## src/rtl/if_stage_if.sv

```systemverilog
// Bundle of the fetch-stage controls, instruction-memory data and IF/ID outputs.
// The hazard detector, ID stage and instruction memory drive through "master".
// The fetch stage connects through "slave".
interface if_stage_if #(
    parameter int STALL_CNT_W = 16
);
    logic                   start_i;
    logic                   pc_write_i;
    logic                   ifid_write_i;
    logic                   branch_taken_i;
    logic [31:0]            branch_target_i;
    logic                   jump_i;
    logic [31:0]            jump_target_i;
    logic [31:0]            inst_i;
    logic [31:0]            pc_o;
    logic [31:0]            ifid_pc4_o;
    logic [31:0]            ifid_inst_o;
    logic                   ifid_valid_o;
    logic [STALL_CNT_W-1:0] stall_cnt_o;

    modport slave (
        input  start_i, pc_write_i, ifid_write_i,
        input  branch_taken_i, branch_target_i, jump_i, jump_target_i,
        input  inst_i,
        output pc_o, ifid_pc4_o, ifid_inst_o, ifid_valid_o, stall_cnt_o
    );

    modport master (
        output start_i, pc_write_i, ifid_write_i,
        output branch_taken_i, branch_target_i, jump_i, jump_target_i,
        output inst_i,
        input  pc_o, ifid_pc4_o, ifid_inst_o, ifid_valid_o, stall_cnt_o
    );
endinterface

```

## src/rtl/if_stage.sv

```systemverilog
// Instruction-fetch stage: PC register, next-PC select (sequential, branch,
// jump), IF/ID pipeline register and a saturating stall-cycle counter.
// There is no valid/ready handshake here: the hazard detector's pc_write_i and
// ifid_write_i are plain enables sampled on each rising edge while start_i is
// high, and every output is a register.
module if_stage #(
    parameter logic [31:0] RESET_PC    = 32'h0000_0000,
    parameter logic [31:0] NOP_INST    = 32'h0000_0000,
    parameter int          STALL_CNT_W = 16
) (
    input  logic        clk_i,
    input  logic        rst_i,
    if_stage_if.slave   bus
);

    logic [31:0]            pc_q,        pc_d;
    logic [31:0]            ifid_pc4_q,  ifid_pc4_d;
    logic [31:0]            ifid_inst_q, ifid_inst_d;
    logic                   ifid_valid_q, ifid_valid_d;
    logic [STALL_CNT_W-1:0] stall_cnt_q, stall_cnt_d;

    logic        redirect;
    logic [31:0] pc_plus4;
    logic [31:0] next_pc;

    // Next-PC select (branch beats jump; targets word-aligned) and next-state.
    always_comb begin
        redirect = bus.branch_taken_i | bus.jump_i;
        pc_plus4 = pc_q + 32'd4;

        if (bus.branch_taken_i) begin
            next_pc = {bus.branch_target_i[31:2], 2'b00};
        end else if (bus.jump_i) begin
            next_pc = {bus.jump_target_i[31:2], 2'b00};
        end else begin
            next_pc = pc_plus4;
        end

        pc_d         = pc_q;
        ifid_pc4_d   = ifid_pc4_q;
        ifid_inst_d  = ifid_inst_q;
        ifid_valid_d = ifid_valid_q;
        stall_cnt_d  = stall_cnt_q;

        if (bus.start_i) begin
            // A held PC is a stall cycle; the redirect is dropped because the
            // branch still sits in ID and will resolve again after the stall.
            if (bus.pc_write_i) begin
                pc_d = next_pc;
            end else if (stall_cnt_q != {STALL_CNT_W{1'b1}}) begin
                stall_cnt_d = stall_cnt_q + 1'b1;
            end

            if (bus.ifid_write_i) begin
                ifid_pc4_d = pc_plus4;
                // The wrong-path instruction is squashed only when the PC
                // really moves to the target this edge.
                if (redirect && bus.pc_write_i) begin
                    ifid_inst_d  = NOP_INST;
                    ifid_valid_d = 1'b0;
                end else begin
                    ifid_inst_d  = bus.inst_i;
                    ifid_valid_d = 1'b1;
                end
            end
        end
    end

    // State registers with asynchronous reset.
    always_ff @(posedge clk_i or posedge rst_i) begin
        if (rst_i) begin
            pc_q         <= RESET_PC;
            ifid_pc4_q   <= 32'd0;
            ifid_inst_q  <= NOP_INST;
            ifid_valid_q <= 1'b0;
            stall_cnt_q  <= '0;
        end else begin
            pc_q         <= pc_d;
            ifid_pc4_q   <= ifid_pc4_d;
            ifid_inst_q  <= ifid_inst_d;
            ifid_valid_q <= ifid_valid_d;
            stall_cnt_q  <= stall_cnt_d;
        end
    end

    assign bus.pc_o         = pc_q;
    assign bus.ifid_pc4_o   = ifid_pc4_q;
    assign bus.ifid_inst_o  = ifid_inst_q;
    assign bus.ifid_valid_o = ifid_valid_q;
    assign bus.stall_cnt_o  = stall_cnt_q;

endmodule

```

## src/flat_wrapper.sv

```systemverilog
// flat-port wrapper written by rule: the top's interface ports become plain ports
module if_stage_flat 
#(
    parameter logic [31:0] RESET_PC    = 32'h0000_0000,
    parameter logic [31:0] NOP_INST    = 32'h0000_0000,
    parameter int          STALL_CNT_W = 16
)
  (clk_i, rst_i, bus_start_i, bus_pc_write_i, bus_ifid_write_i, bus_branch_taken_i, bus_branch_target_i, bus_jump_i, bus_jump_target_i, bus_inst_i, bus_pc_o, bus_ifid_pc4_o, bus_ifid_inst_o, bus_ifid_valid_o, bus_stall_cnt_o);
  if_stage_if #(.STALL_CNT_W(STALL_CNT_W)) bus_i ();
  input  logic clk_i;
  input  logic rst_i;
  input wire logic [$bits(bus_i.start_i)-1:0] bus_start_i;
  input wire logic [$bits(bus_i.pc_write_i)-1:0] bus_pc_write_i;
  input wire logic [$bits(bus_i.ifid_write_i)-1:0] bus_ifid_write_i;
  input wire logic [$bits(bus_i.branch_taken_i)-1:0] bus_branch_taken_i;
  input wire logic [$bits(bus_i.branch_target_i)-1:0] bus_branch_target_i;
  input wire logic [$bits(bus_i.jump_i)-1:0] bus_jump_i;
  input wire logic [$bits(bus_i.jump_target_i)-1:0] bus_jump_target_i;
  input wire logic [$bits(bus_i.inst_i)-1:0] bus_inst_i;
  output wire logic [$bits(bus_i.pc_o)-1:0] bus_pc_o;
  output wire logic [$bits(bus_i.ifid_pc4_o)-1:0] bus_ifid_pc4_o;
  output wire logic [$bits(bus_i.ifid_inst_o)-1:0] bus_ifid_inst_o;
  output wire logic [$bits(bus_i.ifid_valid_o)-1:0] bus_ifid_valid_o;
  output wire logic [$bits(bus_i.stall_cnt_o)-1:0] bus_stall_cnt_o;
  assign bus_i.start_i = bus_start_i;
  assign bus_i.pc_write_i = bus_pc_write_i;
  assign bus_i.ifid_write_i = bus_ifid_write_i;
  assign bus_i.branch_taken_i = bus_branch_taken_i;
  assign bus_i.branch_target_i = bus_branch_target_i;
  assign bus_i.jump_i = bus_jump_i;
  assign bus_i.jump_target_i = bus_jump_target_i;
  assign bus_i.inst_i = bus_inst_i;
  assign bus_pc_o = bus_i.pc_o;
  assign bus_ifid_pc4_o = bus_i.ifid_pc4_o;
  assign bus_ifid_inst_o = bus_i.ifid_inst_o;
  assign bus_ifid_valid_o = bus_i.ifid_valid_o;
  assign bus_stall_cnt_o = bus_i.stall_cnt_o;
  if_stage #(.RESET_PC(RESET_PC), .NOP_INST(NOP_INST), .STALL_CNT_W(STALL_CNT_W)) u_core (.clk_i(clk_i), .rst_i(rst_i), .bus(bus_i));
endmodule
```

## config.mk

```make
export PLATFORM = sky130hd
export DESIGN_NAME = if_stage_flat
export DESIGN_NICKNAME = d
export VERILOG_FILES = /design/src/rtl/if_stage_if.sv /design/src/rtl/if_stage.sv /design/src/flat_wrapper.sv
export SDC_FILE = /design/constraint.sdc
export NUM_CORES = 1
export LEC_CHECK = 0
export ABC_AREA = 1
export ABC_CLOCK_PERIOD_IN_PS = 4950
export CAP_MARGIN = 5
export CORE_ASPECT_RATIO = 0.8
export CORE_UTILIZATION = 64
export CTS_BUF_LIST = sky130_fd_sc_hd__clkbuf_8
export DETAILED_ROUTE_END_ITERATION = 10
export DONT_BUFFER_PORTS = 1
export GPL_ROUTABILITY_DRIVEN = 0
export GPL_TIMING_DRIVEN = 0
export PLACE_DENSITY = 0.8
export SYNTH_ARGS = -nofsm -noshare
export SYNTH_HDL_FRONTEND = slang
export SYNTH_SLANG_ARGS = --single-unit
```

## constraint.sdc

```tcl
create_clock -name clk_i -period 4.95 [get_ports clk_i]
set_clock_uncertainty 0.1 [all_clocks]
set_input_delay 0.2475 -clock clk_i [delete_from_list [all_inputs] [get_ports clk_i]]
set_output_delay 0.2475 -clock clk_i [all_outputs]
set_load 0.1 [all_outputs]
```

==> results of run 1 <==
[routing by layer]
metal	up-vias	global-route usage, %	part of all wire [%]
met5	-	0	0
met4	0	17.45	3.7
met3	64	9.821	11
met2	394	61.75	47
met1	2707	47.30	38
li1	2697	-	-
[flip-flops by register name, indices dropped and copies added, names as in the netlist]
name                     cells
u_core.bus.stall_cnt_o      16
u_core.bus.pc_o             30
u_core.bus.ifid_pc4_o       30
u_core.bus.ifid_valid_o      1
u_core.bus.ifid_inst_o      32
[final timing paths]
| kind | to | slack, ns | start | cells past startpoint |
|---|---|---|---|---|
| max in group asynchronous | u_core.bus.ifid_pc4_o[28] | 3.74 | rst_i | 3 |
| min in group asynchronous | u_core.bus.stall_cnt_o[5] | 0.28 | rst_i | 2 |
| worst max-delay path | u_core.bus.pc_o[20] | 2.26 | u_core.bus.pc_o[2] | 10 |
| worst min register to register | u_core.bus.ifid_pc4_o[10] | 0.92 | u_core.bus.ifid_pc4_o[10] | 2 |
| worst max register to register | u_core.bus.pc_o[20] | 2.26 | u_core.bus.pc_o[2] | 10 |
| worst min-delay path | u_core.bus.pc_o[11] | 0.003 | bus_branch_target_i[11] | 2 |
[metrics by stage]
step,utilization (%),cell area (um2)
detailed placement,69.81,6080
CTS,77.66,6763
global route,77.66,6763
finish,77.66,6763
global placement,69.47,6050
floorplan,-,5909
[cells in the final DEF, fill, tap and decap left out, types with 4 or more instances in the layout]
cell type	instances
xor2_1	14
a21oi_1	43
dfrtp_1	109
nor2_2	9
clkbuf_8	10
conb_1	4
dlygate4sd3_1	49
clkbuf_1	19
a22oi_1	9
o21ai_0	24
buf_1	6
buf_2	9
a31oi_1	21
inv_1	44
xnor2_1	8
buf_4	4
nor2_1	133
nand2_1	233
nand3_1	74
[cells by family (layout without fill, tap and decap cells)]
logic type	after synthesis	in the layout	share of synthesized area (%)
DFF	109	109	46.25
buffers and inverters	86	152	6.046
and+or+nand+nor	470	470	33.81
adders and majority gates	2	2	0.4242
xor gates and xnor gates	22	22	3.267
other	1	4	0.06358
AOI/OAI and AO/OA	106	106	10.14
[where the power goes]
group	switching (mW)	total (mW)	leakage, nW	internal [mW]
Combinational	0.295	0.473	1.87	0.178
Clock	0.325	0.531	0.0925	0.206
Sequential	1.22	2.23	1.31	1.00
[area by class of cell]
type                    count  area (um2)  area share, %
plain buffers              39       180.2          2.664
clock buffers              10       137.6          2.035
well taps                 112       140.1          2.072
inverters                  47       178.9          2.646
clock inverters             6       55.05         0.8141
repair buffers             50       518.0          7.660
multi-input cells         604        2825          41.78
flip-flops and latches    109        2728          40.33
==> qor.csv, run 1 <==
stage,metric,value,unit
status,status,"finished, final reports clean",
setup_path,crit path DAT,2.85,ns
power_and_ir_drop,worst vdd ir,0.2983,mV
setup_path,crit end category,flop,
timing,"Slew Viols, Final",0,
finish,fin cells,977,
finish,FILL cells,603,
global_route,initial antenna violation count,0,
routing,DRC viols,0,
floorplanning,core area,8708,um2
routing,Final ANT Viol Nets,0,
setup_path,CP bufs+invs,0,
synth,fraction of registers with async set/reset,100.0,%
setup_path,crit-path max FO,7,
power_and_ir_drop,Leak,3.274,nW
setup_path,worst stage delay on the critical path,1.07,ns
timing,Fin. Hold Viols,0,
synth,"count leader, synth",nand2_1,
floorplanning,Rows,30,
timing,worst setup margin,2.264,ns
timing,minimum clock period,2.686,ns
global_route,GRT overflow,0,
cts,clock buffer depth,2,
power_and_ir_drop,Design Power,3.229,mW
global_route,largest net degree at the start of global routing,73,
timing,RSZ-0062 raised after global routing,no,
cts,Hold Buf Count CTS,49,
synth,Synth Area per Inst,7.410,um2
synth,"top cells by area, synth","dfrtp_1 46%, nand2_1 15%, nor2_1 8.5%",
cts,Post-CTS Setup Bufs,0,
finish,fraction of layout cells with a size suffix above 1,6.705,%
setup_path,Crit Path Category,reg -> reg,
placement,pre-CTS setup slack,2.302,ns
cts,CTS root buf,clkbuf_8,
routing,Routed WL per cell,18.27,um
global_route,Total GRT Usage,37.76,%
global_route,first-pass GRT wire length,27.47,mm
run,# Max-Cap Violations,0,
synth,cell accounting for the most synthesized area,dfrtp_1,
floorplanning,die area,9606,um2
placement,DP Cell Count,912,
setup_path,"most used cell, CP",nand2_1,
synth,area share of the leading cell type in the synthesized netlist,46.25,%
floorplanning,die width,109.3,um
cts,CTS Sinks,109,
timing,WHS,0.003267,ns
routing,Routed WL,17.85,mm
synth,Mapped Area,5898,um2
floorplanning,Vert. Die Dim,87.87,um
setup_path,startpoint class of the critical path,flop,
global_route,number of global-route vias before repair,5493,
synth,Cell variety after synth,35,
setup_path,slowest stage cell on the critical path,dfrtp_1,
timing,post-route setup TNS,0,ns
timing,fin crit share,54.27,%
placement,port bufs,0,
timing,final setup vio count,0,
finish,number of antenna diodes,0,
cts,Worst-Skew Late Latency,0.37,ns
setup_path,"CP delay by family, top",flip-flops,
placement,Detailed Place HPWL,12.60,mm
cts,CTS buffer count,9,
setup_path,sequence of cells on the critical path,ha_1 > nand2_1 > nor2_2 > nand2_4 > nor2_4 > nand2_1 > nand2_1 > nand3_1 > nand2_1 > a21oi_1,
finish,Area Overhead vs Synth,14.66,%
power_and_ir_drop,Power Density,477.4,nW/um2
routing,DRT iter0 DRCs,640,
timing,Rel. slew slack,27.74,%
synth,Synth Register Bits,109,
routing,Pre-antenna DRT Iters,5,
routing,drt via density,6.000,
synth,synth cell count leaders,"233 x nand2_1, 133 x nor2_1, 109 x dfrtp_1",
finish,Nets,965,
cts,Worst-path clk slew,0.11,ns
cts,CTS tree,done,
synth,cells after synthesis,796,
routing,total number of vias,5862,
cts,CTS resizes,0,
min_path,Min-Delay Path Class,in -> reg,
timing,max frequency,0.3723,GHz
cts,H-tree Lvls,3,
setup_path,Worst EP required,5.12,ns
synth,"EDFF count, synth",0,
floorplanning,Initial Util,67.73,%
timing,Tightest Pin Transition,1.084,ns
synth,sequential area share after synthesis,46.25,%
floorplanning,I/O Pins,216,
synth,Syn. warnings,0,
synth,prevailing post-synth register cell,dfrtp_1,
(Power assumes the default switching activity.)
==> run 2, diff against run 1 <==
ABC_CLOCK_PERIOD_IN_PS = 2400   (was 4950)
CORE_UTILIZATION = 60   (was 64)
PLACE_DENSITY = 0.79   (was 0.8)
clock period = 2.4 ns   (was 4.95 ns; I/O delays follow)
==> qor.csv, run 2 (synthesis gave the netlist of run 1 again) <==
stage,metric,value,unit,change
routing,DRC viols,0,,unchanged
timing,final setup vio count,1,,+1
setup_path,crit-path max FO,6,,-1
timing,"Slew Viols, Final",0,,unchanged
routing,total number of vias,6268,,+6.9%
global_route,GRT overflow,0,,unchanged
finish,post-layout util,78.41,%,+0.76 points
setup_path,crit end category,flop,,
timing,Tightest Pin Transition,1.086,ns,+0.002368 ns
cts,CTS root buf,clkbuf_8,,
finish,Nets,1011,,+4.8%
setup_path,Crit Path Category,reg -> reg,,
cts,H-tree Lvls,3,,unchanged
timing,worst setup margin,-0.01550,ns,-2.279 ns
routing,Routed WL,19.98,mm,+12%
global_route,initial antenna violation count,0,,unchanged
floorplanning,I/O Pins,216,,unchanged
global_route,Total GRT Usage,38.62,%,+0.85 points
cts,CTS tree,done,,
finish,Area Overhead vs Synth,23.76,%,
cts,clock buffer depth,2,,unchanged
floorplanning,die area,10230,um2,+6.5%
setup_path,Worst EP required,2.58,ns,-2.54 ns
global_route,number of global-route vias before repair,6141,,+12%
setup_path,startpoint class of the critical path,flop,,
finish,"commonest non-fill, non-tap cell in the layout",nand2_1,,
floorplanning,Rows,31,,+3.3%
routing,Pre-antenna DRT Iters,6,,+1
placement,DP Cell Count,916,,+0.44%
status,failing checks,setup timing,,
floorplanning,Initial Util,63.36,%,-4.4 points
global_route,largest net degree at the start of global routing,43,,-41%
timing,Fin. Hold Viols,0,,unchanged
min_path,Min-Delay Path Class,in -> reg,,
cts,Worst-path clk slew,0.11,ns,about the same
setup_path,crit path DAT,2.60,ns,-0.25 ns
routing,DRT iter0 DRCs,686,,+7.2%
status,status,"finished, violations left",,
routing,Routed WL per cell,19.46,um,+6.5%
finish,"commonest non-fill, non-tap cells in the layout","233 x nand2_1, 133 x nor2_1, 94 x dlygate4sd3_1",,
finish,fraction of layout cells with a size suffix above 1,10.87,%,+4.2 points
finish,max reg flops,32,,unchanged
floorplanning,core area,9309,um2,+6.9%
finish,FILL cells,616,,+2.2%
placement,Detailed Place HPWL,12.96,mm,+2.9%
routing,Final ANT Viol Nets,0,,unchanged
power_and_ir_drop,worst vdd ir,0.6277,mV,+110%
timing,max frequency,0.4140,GHz,+11%
cts,CTS buffer count,9,,unchanged
finish,fin cells,1027,,+5.1%
timing,Rel. slew slack,27.58,%,-0.16 points
timing,fin crit share,100.6,%,+46 points
floorplanning,die width,112.9,um,+3.2%
power_and_ir_drop,Leak,3.421,nW,+4.5%
run,# Max-Cap Violations,0,,unchanged
timing,minimum clock period,2.416,ns,-0.2707 ns
cts,CTS Sinks,109,,unchanged
global_route,first-pass GRT wire length,30.62,mm,+11%
placement,port bufs,0,,unchanged
placement,pre-CTS setup slack,-0.2797,ns,-2.582 ns
power_and_ir_drop,Power Density,937.2,nW/um2,+96%
cts,Worst-Skew Late Latency,0.39,ns,+0.02 ns
floorplanning,Vert. Die Dim,90.68,um,+3.2%
routing,drt via density,6.103,,+1.7%
power_and_ir_drop,Design Power,6.841,mW,+110%
[run 2: cell count changes in the layout (fill, tap and decap cells not counted), sizes merged]
cell         change
buf              +1
clkinv           +1
diode            +1
dlygate4sd3     +45
inv              -1
[run 2: layout make-up]
| type | instances | area [um2] | area share (%) |
|---|---|---|---|
| Antenna cell | 1 | 2.502 | 0.03428 |
| Buffer | 39 | 180.2 | 2.468 |
| Clock buffer | 10 | 137.6 | 1.885 |
| Clock inverter | 6 | 53.80 | 0.7371 |
| Inverter | 47 | 180.2 | 2.468 |
| Multi-Input combinational cell | 604 | 2825 | 38.70 |
| Sequential cell | 109 | 2795 | 38.29 |
| Tap cell | 115 | 143.9 | 1.971 |
| Timing Repair Buffer | 96 | 980.9 | 13.44 |
[run 2: what timing repair did]
item                       in CTS  in global routing
hold buffers                   94                  0
resized for setup              23                 24
pin swaps                       0                  0
setup endpoints to repair      50                 30
hold endpoints to repair      109                  0
buffers inserted                0                  0
[run 2: worst paths after layout]
check                           slack [ns]                    endpoint                 startpoint  cells past startpoint
worst max-delay path                 -0.02          u_core.bus.pc_o[3]         u_core.bus.pc_o[2]                      6
worst min-delay path                  0.01  u_core.bus.stall_cnt_o[15]                bus_start_i                      4
worst max register to register       -0.02          u_core.bus.pc_o[3]         u_core.bus.pc_o[2]                      6
worst min register to register        0.70   u_core.bus.stall_cnt_o[0]  u_core.bus.stall_cnt_o[0]                      1
max in group asynchronous             1.37         u_core.bus.pc_o[21]                      rst_i                      3
min in group asynchronous             0.18  u_core.bus.stall_cnt_o[11]                      rst_i                      2
[run 2: worst max-delay path, stage by stage, from the launching register on]
cell           delay (ns)
dfrtp_4              0.65
ha_1                 0.37
nand2_1              0.06
a21oi_1              0.18
a21oi_1              0.08
dlygate4sd3_1        0.62
o21ai_0              0.24
[run 2: stage by stage]
step | TNS, ns | area (um2) | hold slack, ns
2_1_floorplan | 0 | 5913 | 0.1577
6_report | -0.01550 | 7300 | 0.01463
4_1_cts | 0 | 7258 | 0.003392
3_5_place_dp | -7.200 | 6097 | -0.003427
5_1_grt | -0.06117 | 7297 | 0.02632
3_3_place_gp | -4.702 | 6057 | 0.1615
[run 2: where the power goes]
part	switching (mW)	internal [mW]	total (mW)
logic	0.656	0.419	1.07
clock network	0.690	0.423	1.11
registers	2.54	2.11	4.65
[run 2: metal layers]
metal / share of wire, % / vias to the layer above / global-route usage [%]
met3: 12 / 88 / 12.01
met4: 3.5 / 0 / 17.87
met1: 37 / 2933 / 44.60
met2: 48 / 470 / 65.64
li1: - / 2777 / -
met5: 0 / - / 0
